===== config.mk =====
export PLATFORM = sky130hd
export DESIGN_NAME = alert_sequencer
export DESIGN_NICKNAME = d
export VERILOG_FILES = /design/src/rtl/coffee_alert_pkg.sv /design/src/rtl/rr_pick6.sv /design/src/rtl/alert_sequencer.sv
export SDC_FILE = /design/constraint.sdc
export NUM_CORES = 1
export LEC_CHECK = 0
export BUFFER_PORTS_ARGS = -buffer_cell sky130_fd_sc_hd__buf_2
export CAP_MARGIN = 20
export CORE_UTILIZATION = 44
export CTS_CLUSTER_SIZE = 16
export DETAILED_ROUTE_END_ITERATION = 6
export SLEW_MARGIN = 30
export SYNTH_ARGS = -nofsm -noshare
export SYNTH_HDL_FRONTEND = slang
export SYNTH_SLANG_ARGS = --single-unit
export TNS_END_PERCENT = 5

===== constraint.sdc =====
create_clock -name clk -period 10.6 [get_ports clk]
set_input_delay 0.53 -clock clk [delete_from_list [all_inputs] [get_ports clk]]
set_output_delay 0.53 -clock clk [all_outputs]
set_load 0.05 [all_outputs]

===== src/rtl/coffee_alert_pkg.sv =====
// Shared alert codes, FSM encodings and flag bit indices for the coffee machine
// error path (error handler, alert sequencer, LCD formatter).
package coffee_alert_pkg;

    localparam int unsigned NUM_FLAGS = 6;

    typedef logic [1:0] seq_state_t;
    localparam seq_state_t StIdle   = 2'd0;
    localparam seq_state_t StSelect = 2'd1;
    localparam seq_state_t StLoad   = 2'd2;
    localparam seq_state_t StDwell  = 2'd3;

    localparam logic [3:0] ALERT_NONE      = 4'd0;
    localparam logic [3:0] ALERT_ERR_BASE  = 4'd1;
    localparam logic [3:0] ALERT_WARN_BASE = 4'd7;

    localparam int unsigned ERR_NO_WATER       = 0;
    localparam int unsigned ERR_NO_PAPER       = 1;
    localparam int unsigned ERR_NO_COFFEE      = 2;
    localparam int unsigned ERR_TEMP_FAULT     = 3;
    localparam int unsigned ERR_PRESSURE_FAULT = 4;
    localparam int unsigned ERR_SYSTEM_FAULT   = 5;

    localparam int unsigned WARN_PAPER_LOW     = 0;
    localparam int unsigned WARN_BIN0_LOW      = 1;
    localparam int unsigned WARN_BIN1_LOW      = 2;
    localparam int unsigned WARN_CREAMER_LOW   = 3;
    localparam int unsigned WARN_CHOCOLATE_LOW = 4;
    localparam int unsigned WARN_TEMP_HEATING  = 5;

    function automatic logic [3:0] popcount6(input logic [5:0] v);
        logic [3:0] n;
        n = 4'd0;
        for (int i = 0; i < 6; i++) begin
            n = n + {3'd0, v[i]};
        end
        return n;
    endfunction

endpackage


===== src/rtl/rr_pick6.sv =====
// Combinational round-robin picker: first set request at or after start, wrapping
// bit5 -> bit0. Out-of-range start pointers are treated as bit0.
module rr_pick6 (
    input  logic [5:0] req,
    input  logic [2:0] start,
    output logic       found,
    output logic [2:0] idx
);
    import coffee_alert_pkg::*;

    logic [3:0] base;
    logic [3:0] pos;

    always_comb begin
        found = 1'b0;
        idx   = 3'd0;
        pos   = 4'd0;
        base  = (start > 3'd5) ? 4'd0 : {1'b0, start};
        // Walk from the farthest candidate back so the nearest hit wins.
        for (int i = 5; i >= 0; i--) begin
            pos = base + 4'(i);
            if (pos >= 4'(NUM_FLAGS)) begin
                pos = pos - 4'(NUM_FLAGS);
            end
            if (req[pos[2:0]]) begin
                found = 1'b1;
                idx   = pos[2:0];
            end
        end
    end

endmodule


===== src/rtl/alert_sequencer.sv =====
// Time-shares the front-panel display among active errors (priority) and warnings,
// rotating round-robin with a fixed dwell, and pulses the buzzer on critical errors.
module alert_sequencer #(
    parameter logic [31:0] DWELL_CYCLES = 32'd100_000_000,
    parameter logic [31:0] BEEP_CYCLES  = 32'd12_500_000
) (
    input  logic       clk,
    input  logic       rst_n,
    input  logic [5:0] err_flags,
    input  logic [5:0] warn_flags,
    input  logic       critical_error,
    input  logic       ack_pulse,
    input  logic       display_ready,
    output logic       alert_load,
    output logic [3:0] alert_code,
    output logic       alert_valid,
    output logic       alert_is_error,
    output logic       beep,
    output logic [3:0] active_count
);
    import coffee_alert_pkg::*;

    localparam logic [31:0] DwellLast = DWELL_CYCLES - 32'd1;

    seq_state_t  state_q, state_d;
    logic [2:0]  last_ptr_q, last_ptr_d;
    logic [31:0] dwell_cnt_q, dwell_cnt_d;
    logic [31:0] beep_cnt_q, beep_cnt_d;
    logic        crit_q;
    logic [3:0]  code_q, code_d;
    logic        valid_q, valid_d;
    logic        is_err_q, is_err_d;
    logic [3:0]  count_q;

    logic       err_any, warn_any;
    logic       err_found, warn_found;
    logic [2:0] err_idx, warn_idx;
    logic [2:0] next_ptr, err_start, warn_start;
    logic       shown_flag, leave_dwell;

    assign err_any  = |err_flags;
    assign warn_any = |warn_flags;
    assign next_ptr = (last_ptr_q >= 3'd5) ? 3'd0 : last_ptr_q + 3'd1;

    // Continue after the last shown bit only when staying in the same class.
    assign err_start  = (valid_q && is_err_q)  ? next_ptr : 3'd0;
    assign warn_start = (valid_q && !is_err_q) ? next_ptr : 3'd0;

    rr_pick6 u_err_pick (
        .req   (err_flags),
        .start (err_start),
        .found (err_found),
        .idx   (err_idx)
    );

    rr_pick6 u_warn_pick (
        .req   (warn_flags),
        .start (warn_start),
        .found (warn_found),
        .idx   (warn_idx)
    );

    assign shown_flag  = is_err_q ? err_flags[last_ptr_q] : warn_flags[last_ptr_q];
    assign leave_dwell = (dwell_cnt_q == DwellLast) || ack_pulse || !shown_flag ||
                         (!is_err_q && err_any);

    always_comb begin
        state_d     = state_q;
        last_ptr_d  = last_ptr_q;
        dwell_cnt_d = dwell_cnt_q;
        code_d      = code_q;
        valid_d     = valid_q;
        is_err_d    = is_err_q;
        unique case (state_q)
            StIdle: begin
                if (err_any || warn_any) begin
                    state_d = StSelect;
                end
            end
            StSelect: begin
                if (err_any && err_found) begin
                    state_d    = StLoad;
                    code_d     = ALERT_ERR_BASE + {1'b0, err_idx};
                    valid_d    = 1'b1;
                    is_err_d   = 1'b1;
                    last_ptr_d = err_idx;
                end else if (warn_found) begin
                    state_d    = StLoad;
                    code_d     = ALERT_WARN_BASE + {1'b0, warn_idx};
                    valid_d    = 1'b1;
                    is_err_d   = 1'b0;
                    last_ptr_d = warn_idx;
                end else begin
                    state_d  = StIdle;
                    code_d   = ALERT_NONE;
                    valid_d  = 1'b0;
                    is_err_d = 1'b0;
                end
            end
            StLoad: begin
                if (display_ready) begin
                    state_d     = StDwell;
                    dwell_cnt_d = 32'd0;
                end
            end
            StDwell: begin
                if (dwell_cnt_q != DwellLast) begin
                    dwell_cnt_d = dwell_cnt_q + 32'd1;
                end
                if (leave_dwell) begin
                    state_d = StSelect;
                end
            end
            default: state_d = StIdle;
        endcase
    end

    // A fresh critical edge outranks a simultaneous acknowledge.
    always_comb begin
        beep_cnt_d = beep_cnt_q;
        if (critical_error && !crit_q) begin
            beep_cnt_d = BEEP_CYCLES;
        end else if (ack_pulse) begin
            beep_cnt_d = 32'd0;
        end else if (beep_cnt_q != 32'd0) begin
            beep_cnt_d = beep_cnt_q - 32'd1;
        end
    end

    always_ff @(posedge clk or negedge rst_n) begin
        if (!rst_n) begin
            state_q     <= StIdle;
            last_ptr_q  <= 3'd0;
            dwell_cnt_q <= 32'd0;
            beep_cnt_q  <= 32'd0;
            crit_q      <= 1'b0;
            code_q      <= ALERT_NONE;
            valid_q     <= 1'b0;
            is_err_q    <= 1'b0;
            count_q     <= 4'd0;
        end else begin
            state_q     <= state_d;
            last_ptr_q  <= last_ptr_d;
            dwell_cnt_q <= dwell_cnt_d;
            beep_cnt_q  <= beep_cnt_d;
            crit_q      <= critical_error;
            code_q      <= code_d;
            valid_q     <= valid_d;
            is_err_q    <= is_err_d;
            count_q     <= popcount6(err_flags) + popcount6(warn_flags);
        end
    end

    assign alert_load     = (state_q == StLoad);
    assign alert_code     = code_q;
    assign alert_valid    = valid_q;
    assign alert_is_error = is_err_q;
    assign beep           = (beep_cnt_q != 32'd0);
    assign active_count   = count_q;

endmodule


==> impl_results.md <==
- Status: completed
- Post_cts resized: 0
- Critical Path RT: 10860 ps
- CTS Sinks: 80
- Final hold violation count: 0
- Largest family of logic cells by synthesized area: simple AND/OR/NAND/NOR gates
- Pwr dens: 280 mW/mm^2
- Reg2Reg Setup Slack: 4920 ps
- Number of top-level pins: 29
- Drt wl/cell: 17.3 um
- Initial antenna violation count: 0
- NumNets Final: 840
- GR Layer Usage met3: 3.67%
- R2R Path End: alert_code[1]
- Post-CTS Setup Inserts: 0
- Final Cycle Share: 53.6%
- Mux share of post-synthesis cell area: 5.85%
- Setup-failing EPs final: 0
- XOR/XNOR Fraction of Synth Area: 7.40%
- Area grow syn2layout: 7.36%
- Post-Synth Simple-Gate Area: 26.3%
- Largest net degree at the start of global routing: 81
- R2R cell count: 18
- Most numerous cell in the Yosys netlist: nor2_1
- Routed Antenna Nets: 0
- Remaining Overflow, GRT: 0
- Vias in the first global route: 5778
- Via count: 5870
- Gr usage total: 22.3%
- Post-synth EDFFs: 0
- Post-route cell area: 0.00735 sq mm
- Synth Area in Adders: 7.35%
- Post-DP HPWL: 12.8 mm
- Top area cells in the synthesized netlist: dfrtp_1 (29%), ha_1 (5.3%), nor2_1 (4.5%), xnor2_1 (4.2%), xor2_1 (2.9%)
- Vias per inst: 5.99
- Syn nets: 832
- Synth top cells by count: nor2_1 (82), dfrtp_1 (80), nand2_1 (50)
- Drt initial violations: 358
- M2 GR Usage: 36.9%
- Number of buffers created by CTS: 9
- Slew Limit Fails: 0
- Synthesis warning total: 0
- Compound-Gate Fraction of Synth Area: 18.3%
- Clock latency on the worst-skew pair: 340 ps
- Crit path DAT: 5940 ps
- Ys async rst share: 100%
- Total inserted antenna cells: 0
- Core box area: 0.0152 sq mm
- CTS H-Tree Depth: 3
- Mean Syn Cell Area: 8.79 sq um
- Starting Density: 45.0%
- PnR worst setup slack: 4920 ps
- Slew margin rel.: 44.4%
- Skew final: 9.64 ps
- TNS Setup: 0 ps
- RSZ-0062 raised after global routing: false
- Largest area contributor in the netlist: dfrtp_1
- TritonRoute pass-1 iters: 4
- Flops & latches, synth: 80
- Fmax achieved: 176 MHz
- Static Leak: 3.22 nW
- Clock-pin slew on the worst setup and hold paths: 70 ps
- Remaining DRCs: 0
- Max cap viols: 0
- Post-synthesis sequential area ratio: 29.2%
- DP Area: 0.00704 sq mm
- Worst Setup Start Kind: flip-flop
- Die width: 127 um
- Worst min-delay path class: input pin to asynchronous set/reset pin
- R2r startpoint: last_ptr_q[1]
- Setup WS pre-CTS: 4990 ps
- Most used DFF post-synth: dfrtp_1
- Layout cell share with drive strength beyond 1: 13.8%
- Post-synthesis cell area: 0.00685 sq mm
- Longest Clk Path Bufs: 2
- Post-synthesis cell type count: 97
- GR peak layer: met2
- Die area: 0.0161 sq mm
- CTS tree: done
- Routing usage on met1: 29.6%
- Port Buffers: 28
- CP endpoint kind: flip-flop
- Site Rows: 45
- Top-area cell type share of the netlist area: 29.2%
- Global-route wire length before repair: 28.7 mm
- WHS: 228 ps
- CTS Hold Bufs: 0
- GP Congestion: 0.944
- Peak VDD IR: 0.115 mV
- Post-route minimum period: 5680 ps
- Peak fanout along the critical path: 23
- Root Driver: clkbuf_16
- Routed wire length: 17.0 mm
- Mapped Cells: 779
- Die Ht: 127 um
- Critical path type: flip-flop to flip-flop
- Worst Max-Slew Pin Slew: 825 ps
-- cell usage in the layout (no fill, tap or decap), types with 7 or more instances in the layout --
cell type,count
a21oi_1,35
ha_1,29
nor2b_1,8
a211oi_1,10
nor2_1,82
mux2i_1,16
xor2_1,23
fa_1,7
o21ai_0,39
dfrtp_1,80
a21o_1,7
xnor2_1,33
inv_1,49
nor3_1,28
nand4_1,14
and3_1,14
nand3_1,27
nor4_1,11
buf_2,27
or3_1,18
nand2_1,50
a31oi_1,10
clkbuf_16,9
nand2b_1,14
-- stage by stage --
| step | instances | util (%) | power [W] |
|---|---|---|---|
| after floorplan | 779 | - | 0.00148 |
| after global placement | 964 | 46.3 | 0.00171 |
| after detailed placement | 964 | 46.3 | 0.00173 |
| after CTS | 980 | 48.4 | 0.00206 |
| after global routing | 980 | 48.4 | 0.00222 |
| final | 980 | 48.4 | 0.00206 |
-- worst max-delay path by stage --
stage	endpoint	from	cells after the start
floorplan	alert_code[2]	last_ptr_q[1]	20
global placement	alert_code[1]	last_ptr_q[1]	18
detailed placement	alert_code[1]	last_ptr_q[1]	18
finish	alert_code[1]	last_ptr_q[1]	18
CTS	alert_code[1]	last_ptr_q[1]	18
global route	alert_code[1]	last_ptr_q[1]	18
-- cell families after synthesis --
group / count (synthesis)
xor gates and xnor gates: 57
buffers and inverters: 84
and+or+nand+nor: 324
AOI/OAI and AO/OA: 167
DFF: 80
muxes: 31
adders and majority gates: 36
-- state kept, by name (all words and copies together), names as in the netlist --
| register | flops |
|---|---|
| beep_cnt_q | 32 |
| alert_is_error | 1 |
| last_ptr_q | 3 |
| alert_code | 4 |
| crit_q | 1 |
| dwell_cnt_q | 32 |
| active_count | 4 |
| alert_valid | 1 |
| state_q | 2 |
-- cell type report --
cell class | instances | area (sq um)
clock inverter | 5 | 63.8
fill | 1451 | 7850
clock buffer | 11 | 243
inverter | 53 | 199
tap | 188 | 235
timing repair buffer | 28 | 146
sequential | 80 | 2000
multi-input combinational | 615 | 4460
-- layer usage --
metal	share of wire, %	up-vias
li1	-	2811
met3	3.9	26
met5	0	-
met4	2.1	0
met1	46	2888
met2	48	145
-- worst max-delay path: stages, from the launching register on --
cell,delay (ps)
dfrtp_1,630
inv_1,150
ha_1,850
nor2b_1,290
a21o_1,430
nand2_2,150
inv_2,150
ha_1,160
inv_1,90
nor4_1,340
and2_1,210
o2111ai_1,250
a21o_1,280
a31oi_1,300
a31oi_1,130
a21oi_1,360
ha_1,290
or3b_1,370
a31oi_1,160
-- report_power, final --
part	leakage [nW]	internal [W]	switching, W
registers	1.06	0.000352	0.0000619
logic	2.01	0.000500	0.000826
clock network	0.146	0.000191	0.000130
total	3.22	0.00104	0.00102
(Power assumes the default switching activity.)
